<file path="config.mk">
export PLATFORM = sky130hd
export DESIGN_NAME = mem_prog_ctrl
export DESIGN_NICKNAME = d
export VERILOG_FILES = /design/src/rtl/mem_prog_ctrl.sv
export SDC_FILE = /design/constraint.sdc
export NUM_CORES = 1
export LEC_CHECK = 0
export ABC_CLOCK_PERIOD_IN_PS = 11800
export BUFFER_PORTS_ARGS = -buffer_cell sky130_fd_sc_hd__buf_2
export CORE_ASPECT_RATIO = 1.4
export CORE_MARGIN = 2
export CORE_UTILIZATION = 50
export DETAILED_ROUTE_END_ITERATION = 10
export PLACE_DENSITY = 0.71
export SLEW_MARGIN = 25
export SYNTH_ARGS = -nofsm -noshare
export SYNTH_HDL_FRONTEND = slang
export SYNTH_SLANG_ARGS = --single-unit
export TNS_END_PERCENT = 1
</file>
<file path="constraint.sdc">
create_clock -name i_clk -period 11.8 [get_ports i_clk]
set_input_delay 3.54 -clock i_clk [delete_from_list [all_inputs] [get_ports i_clk]]
set_output_delay 3.54 -clock i_clk [all_outputs]
set_load 0.01 [all_outputs]
</file>
<file path="src/rtl/mem_prog_ctrl.sv">
// Write-verify programming controller for one memristor cell: applies coarse or fine
// SET/RESET pulses until the read-back conductance is within TOL of the target.
module mem_prog_ctrl #(
    parameter int unsigned M          = 15,
    parameter int unsigned N          = 15,
    parameter int unsigned V_HI       = 32,
    parameter int unsigned V_LO       = 8,
    parameter int unsigned COARSE_THR = 64,
    parameter int unsigned TOL        = 4,
    parameter int unsigned MAX_PULSES = 255,
    parameter int unsigned SETTLE_CYC = 1
) (
    input  logic                i_clk,
    input  logic                i_rst_n,
    input  logic                i_start,
    input  logic                i_init,
    input  logic                i_abort,
    input  logic signed [N:0]   i_target_g,
    input  logic signed [N:0]   i_g,
    output logic signed [M:0]   o_vin,
    output logic                o_v_valid,
    output logic                o_mem_reset,
    output logic                o_busy,
    output logic                o_done,
    output logic [1:0]          o_status,
    output logic [7:0]          o_pulse_cnt
);

    typedef enum logic [2:0] {
        StIdle,
        StInit,
        StCompare,
        StPulse,
        StSettle,
        StDone
    } state_e;

    localparam logic [1:0]        StatOk      = 2'b00;
    localparam logic [1:0]        StatTimeout = 2'b01;
    localparam logic [1:0]        StatAbort   = 2'b10;

    localparam logic [N+1:0]      TOL_W       = (N+2)'(TOL);
    localparam logic [N+1:0]      THR_W       = (N+2)'(COARSE_THR);
    localparam logic signed [M:0] V_HI_W      = (M+1)'(V_HI);
    localparam logic signed [M:0] V_LO_W      = (M+1)'(V_LO);
    localparam logic [7:0]        MAX_PULSE_W = 8'(MAX_PULSES);
    localparam logic [3:0]        SETTLE_LAST = 4'(SETTLE_CYC - 1);

    state_e             r_state;
    state_e             w_state_next;
    logic signed [N:0]  r_target;
    logic [3:0]         r_settle_cnt;
    logic [3:0]         w_settle_next;
    logic [1:0]         r_status;
    logic [1:0]         w_status_next;
    logic [7:0]         r_pulse_cnt;
    logic [7:0]         w_pcnt_next;
    logic signed [M:0]  r_vin;
    logic               r_v_valid;
    logic               r_mem_reset;
    logic               r_busy;
    logic               r_done;

    logic               w_accept;
    logic               w_abort;
    logic signed [N+1:0] w_tgt_x;
    logic signed [N+1:0] w_g_x;
    logic signed [N+1:0] w_err;
    logic [N+1:0]       w_err_abs;
    logic               w_in_tol;
    logic               w_budget_out;
    logic signed [M:0]  w_mag;
    logic signed [M:0]  w_pulse_v;

    // Error is widened by one bit so target - G can never overflow.
    assign w_tgt_x      = {r_target[N], r_target};
    assign w_g_x        = {i_g[N], i_g};
    assign w_err        = w_tgt_x - w_g_x;
    assign w_err_abs    = w_err[N+1] ? (-w_err) : w_err;
    assign w_in_tol     = (w_err_abs <= TOL_W);
    assign w_budget_out = (r_pulse_cnt == MAX_PULSE_W);
    assign w_mag        = (w_err_abs > THR_W) ? V_HI_W : V_LO_W;
    assign w_pulse_v    = w_err[N+1] ? (-w_mag) : w_mag;

    assign w_accept = (r_state == StIdle) && i_start;
    assign w_abort  = i_abort && (r_state inside {StInit, StCompare, StPulse, StSettle});

    always_comb begin
        w_state_next  = r_state;
        w_status_next = r_status;
        w_pcnt_next   = r_pulse_cnt;
        w_settle_next = '0;
        case (r_state)
            StIdle: begin
                if (i_start) begin
                    w_state_next  = i_init ? StInit : StCompare;
                    w_status_next = StatOk;
                    w_pcnt_next   = '0;
                end
            end
            StInit: begin
                w_state_next = StSettle;
            end
            StCompare: begin
                if (w_in_tol) begin
                    w_state_next  = StDone;
                    w_status_next = StatOk;
                end else if (w_budget_out) begin
                    w_state_next  = StDone;
                    w_status_next = StatTimeout;
                end else begin
                    w_state_next = StPulse;
                    w_pcnt_next  = r_pulse_cnt + 8'd1;
                end
            end
            StPulse: begin
                w_state_next = StSettle;
            end
            StSettle: begin
                if (r_settle_cnt == SETTLE_LAST) begin
                    w_state_next = StCompare;
                end else begin
                    w_settle_next = r_settle_cnt + 4'd1;
                end
            end
            StDone: begin
                w_state_next = StIdle;
            end
            default: begin
                w_state_next = StIdle;
            end
        endcase
        // Abort overrides every transition, including a pulse about to be issued.
        if (w_abort) begin
            w_state_next  = StDone;
            w_status_next = StatAbort;
            w_pcnt_next   = r_pulse_cnt;
            w_settle_next = '0;
        end
    end

    always_ff @(posedge i_clk or negedge i_rst_n) begin
        if (!i_rst_n) begin
            r_state      <= StIdle;
            r_target     <= '0;
            r_settle_cnt <= '0;
            r_status     <= StatOk;
            r_pulse_cnt  <= '0;
        end else begin
            r_state      <= w_state_next;
            r_settle_cnt <= w_settle_next;
            r_status     <= w_status_next;
            r_pulse_cnt  <= w_pcnt_next;
            if (w_accept) begin
                r_target <= i_target_g;
            end
        end
    end

    // Cell-facing outputs are registered from the next state so they align with it.
    always_ff @(posedge i_clk or negedge i_rst_n) begin
        if (!i_rst_n) begin
            r_vin       <= '0;
            r_v_valid   <= 1'b0;
            r_mem_reset <= 1'b0;
            r_busy      <= 1'b0;
            r_done      <= 1'b0;
        end else begin
            r_vin       <= (w_state_next == StPulse) ? w_pulse_v : '0;
            r_v_valid   <= (w_state_next == StPulse) || (w_state_next == StInit);
            r_mem_reset <= (w_state_next == StInit);
            r_busy      <= (w_state_next != StIdle);
            r_done      <= (w_state_next == StDone);
        end
    end

    assign o_vin       = r_vin;
    assign o_v_valid   = r_v_valid;
    assign o_mem_reset = r_mem_reset;
    assign o_busy      = r_busy;
    assign o_done      = r_done;
    assign o_status    = r_status;
    assign o_pulse_cnt = r_pulse_cnt;

endmodule

</file>
---- Word level (Yosys, flattened, before mapping) ----
Index checks and enable logic that the tools add are counted.
word-level totals
  input port bits ......................... 37
  output and inout port bits .............. 30
  logic and storage cells ................. 66
  register bits ........................... 53
operators by class
  bitwise operators ....................... 1
  order comparisons ....................... 2
  reduce and logical (&&, ||, !) cells .... 12
  eq/ne operators ......................... 13
  $add $sub $neg .......................... 5
  multiplexer cells ....................... 23
operators by type and width
  operator               count
  $mux W16               2
  $mux W8                3
  $gt A17 B7 Y1 const B  1
  $le A17 B3 Y1 const B  1
  $mux W17               1
  $neg A17 Y17           1
  $sub A16 B16 Y17       1
  $neg A6 Y16            1
  $pmux W8 S2            1
  $mux W3                5
  $mux W4                3
  $pmux W3 S4            1
  $mux W2                5
  $eq A3 B2 Y1 const B   3
  $add A8 B1 Y8 const B  1
  $eq A8 B8 Y1 const B   1
  $eq A3 B1 Y1 const B   2
  $eq A3 B3 Y1 const B   2
  $mux W6                1
  $ne A2 B2 Y1 const B   3
  $reduce_bool A3 Y1     2
  $reduce_and A5 Y1      1
  $add A4 B1 Y4 const B  1
  $logic_not A4 Y1       1
  11 further kinds       12

---- Logic depth before layout (Yosys ltp) ----
  word-level depth ........................ 9
  gate-level depth with buffers ........... 17

---- Worst setup path before layout ----
OpenSTA, ideal clock, no wires.
  kind .................................... in2reg
  start point ............................. input i_g[0]
  end point ............................... register r_busy, in the netlist o_busy
  arrival ................................. 7083 ps
  buffers on the path ..................... 1
  required time ........................... 11671 ps
  slack ................................... 4589 ps
  cell stages on the path ................. 14
  library setup time ...................... 129 ps
  path through ............................ ha_1 -> fa_1 -> nand2b_1 -> a21o_1 -> a311o_1 -> nor3_1 -> nand3_1 -> a2111oi_4 -> nor3_1 -> or4_1 -> buf_6 -> nand2_8 -> o31ai_2 -> a2111o_1
on the way
  word-level cells in the longest chain between the ends .. 8
RTL lines
  what                    line  text
  from (decl)             19    input logic signed [N:0] i_g,
  $sub A16 B16 Y17 (*)    78    assign w_err = w_tgt_x - w_g_x;
  $neg A17 Y17            79    assign w_err_abs = w_err[N+1] ? (-w_err) : w_err;
  $mux W17 (*)            79
  $le A17 B3 Y1 (*)       80    assign w_in_tol = (w_err_abs <= TOL_W);
  $mux W3 (*)             105   if (w_in_tol) begin
  $pmux W3 S4 (*)         93    case (r_state)
  $mux W3 (*)             134   if (w_abort) begin
  net w_state_next[1]     50    state_e w_state_next;
  $reduce_bool A3 Y1 (*)  172   r_busy <= (w_state_next != StIdle);
  to (signal assigned)    172
  to (decl)               61    logic r_busy;
Mark *: on every way through the listed nets, which the timed path passes. The rest lies on a longest branch.
A chain may end at the register's enable or synchronous reset.

---- Final worst setup path ----
Ends and elaborated chain as after synthesis.

==> flow_summary.ini <==
[finish]
layout.cells.most_common = nand2_1
n_antenna_cell = 0
final_net_count = 547
final_cell_mix = nand2_1, buf_2, dfrtp_1
drive_above_1_share_pct = 18.4
area_delta_synth_final_pct = 10.8

[cts]
ctsHoldBuffers = 0
htree_levels = 2
clock-sinks = 41
worst_skew_pair.late_latency_ns = 0.30
cts_tree = built
cts_buffers = 5
clkTransAtPathRegs_ns = 0.08
cts_resized = 0
cts_buffer_depth = 2
post_cts_buffers = 0
ctsRootBufferMaster = clkbuf_8

[detailed_routing]
vias_per_cell = 5.80
wl_per_cell_microns = 14.6
drtAntennaViolNets = 0
drc = 0
wl_mm = 8.55
dr.pass1.iters = 4
vias = 3395
drt_iter0_drc = 211

[sta]
min_period_ns = 7.50
setup-tns-final_ns = 0
finClkSkew_ns = 0.00497
report.final.slew_viol_count = 0
tightest_slew_ns = 0.821
max_freq_mhz = 133
setup_viol = 0
relSlewSlack_pct = 44.9
layout_setup_ws_ns = 4.30
hold_viol = 0
finalCritPeriodShare_pct = 63.6
rsz0062_at_grt = false

[placement]
place.detailed.hpwl_mm = 6.60
post-place-ws_ns = 4.02
portBuffers = 63
globalplace.congestion = 0.912

[grt]
antenna_found_initial = 0
grt_pass1_wl_mm = 14.6
grt_max_degree = 42
grt_overflow = 0
gr-usage-all-layers_pct = 23.1
grt_pass1_vias = 3292

[power_and_ir_drop]
switching_share_pct = 50.0
p_per_area_mw_per_mm2 = 257
pwr-share-comb_pct = 66.8
p_int_w = 0.000512
irDropWorstVdd_mv = 0.140
leakage_nw = 1.97
p_clk_share_pct = 11.7
power_frac_seq_pct = 21.5
switching_power_w = 0.000512

[critical_path]
path_class = primary input to register
worst-path-max-fanout = 15
critPathCaptureType = register
crit_required_ns = 11.98
arrival_ns = 7.68
startpoint_type = primary input
reg2reg_depth = 14

[floorplanning]
rows = 36
coreArea_sq_mm = 0.00698
dieArea_sq_mm = 0.00789
die_h_microns = 104
ios = 67
initial_core_util_pct = 51.5
die_w_microns = 75.6

[synthesis]
ys.warnings.count = 0
ys_ff_latch = 41
ys_async_sr_fraction_pct = 100
synth.avg_cell_area_sq_um = 8.04
synth_area_sq_mm = 0.00359
synth_seq_area_share_pct = 28.6
synthFlopType = dfrtp_1
synth_edf_count = 0
postSynthCellCount = 447
ys_types = 74

[status]
outcome = finished clean

[hold_path]
hold_path.class = register to register
min_path_cells = 2

[run]
maxCapViolCount = 0
[registers in the layout (all words and copies together), names as in the netlist]
register and flops:
o_status 2, o_mem_reset 1, o_done 1, o_pulse_cnt 8, r_state 3, o_v_valid 1
o_busy 1, o_vin 4, r_settle_cnt 4, r_target 16
[cells by family after synthesis]
family	share of synthesized area, %
other cells	0.104
flops	28.6
compound gates	25.4
simple gates	26.8
mux	1.18
fa+ha+maj	7.52
buf+inv	8.18
xor+xnor	2.19
[power groups by stage]
| stage | Combinational [W] | Clock, W | Sequential (W) |
|---|---|---|---|
| floorplan | 0.000544 | 0 | 0.000213 |
| global placement | 0.000656 | 0 | 0.000220 |
| detailed placement | 0.000673 | 0 | 0.000221 |
| CTS | 0.000678 | 0.000123 | 0.000219 |
| global route | 0.000762 | 0.000129 | 0.000226 |
| finish | 0.000684 | 0.000120 | 0.000220 |
[critical path: stages]
cell and delay (ns):
buf_2 0.10, ha_1 0.22, fa_1 0.44, nand2b_1 0.22, a21o_1 0.19, a311o_1 0.39, nor3_1 0.54, nand3_1 0.24
a2111oi_4 0.30, nor3_1 0.10, or4_1 0.74, nand2_8 0.18, o31ai_2 0.09, a2111o_1 0.39
[cell type report]
cell class                 instances  area [sq um]
clock inverter                     2          37.5
inverter                          28           105
fill                             672          3000
sequential                        41          1030
timing repair buffer              64           325
tap                               95           119
clock buffer                       6          82.6
multi-input combinational        349          2290
[stage by stage]
step	utilization, %	std cells	power (W)	cell area [sq um]	hold slack (ns)
detailed placement	55.3	577	0.000894	3860	0.471
global route	57.0	585	0.00112	3980	0.521
global placement	55.3	577	0.000876	3860	0.468
finish	57.0	585	0.00102	3980	0.485
floorplan	-	449	0.000757	3600	0.450
CTS	57.0	585	0.00102	3980	0.491
[synthesized netlist by cell type, drive strengths merged (3+ instances only)]
| library cell | instances | area [sq um] |
|---|---|---|
| nand2b | 6 | 37.5 |
| a21o | 8 | 60.1 |
| o32ai | 3 | 33.8 |
| a211o | 3 | 26.3 |
| o31ai | 3 | 27.5 |
| a31oi | 3 | 18.8 |
| a21oi | 32 | 171 |
| dfrtp | 41 | 1030 |
| nor4b | 3 | 26.3 |
| inv | 28 | 105 |
| o21ai | 21 | 109 |
| nor3 | 10 | 50.1 |
| nand3 | 27 | 135 |
| o311ai | 3 | 26.3 |
| nor2 | 31 | 119 |
| nor2b | 4 | 25.0 |
| clkbuf | 9 | 33.8 |
| o211a | 3 | 30.0 |
| ha | 20 | 250 |
| o21a | 3 | 22.5 |
| xor2 | 7 | 61.3 |
| a31o | 3 | 26.3 |
| and3 | 8 | 50.1 |
| buf | 22 | 155 |
| a2111oi | 5 | 81.3 |
| and2 | 10 | 62.6 |
| or4 | 3 | 22.5 |
| or3 | 5 | 36.3 |
| a211oi | 7 | 57.6 |
| o211ai | 6 | 45.0 |
| nand2 | 69 | 275 |
| nand4 | 3 | 25.0 |
[final timing paths]
check	from	to	slack, ns
max	i_g[0]	o_busy$_DFF_PN0_	4.30
min	r_target[10]$_DFFE_PN0P_	r_target[10]$_DFFE_PN0P_	0.49
max reg2reg	r_target[0]$_DFFE_PN0P_	o_busy$_DFF_PN0_	7.27
min reg2reg	r_target[10]$_DFFE_PN0P_	r_target[10]$_DFFE_PN0P_	0.49
max in group asynchronous	i_rst_n	r_target[0]$_DFFE_PN0P_	8.23
min in group asynchronous	i_rst_n	o_pulse_cnt[0]$_DFFE_PN0P_	3.21
[layer usage]
metal / vias up / wire length (microns) / global-route usage (%)
li1: 1697 / - / -
met4: 0 / 207 / 7.89
met2: 79 / 4320 / 38.9
met1: 1597 / 3760 / 29.7
met3: 22 / 262 / 2.62
met5: - / 0 / 0
(Power assumes the default switching activity.)
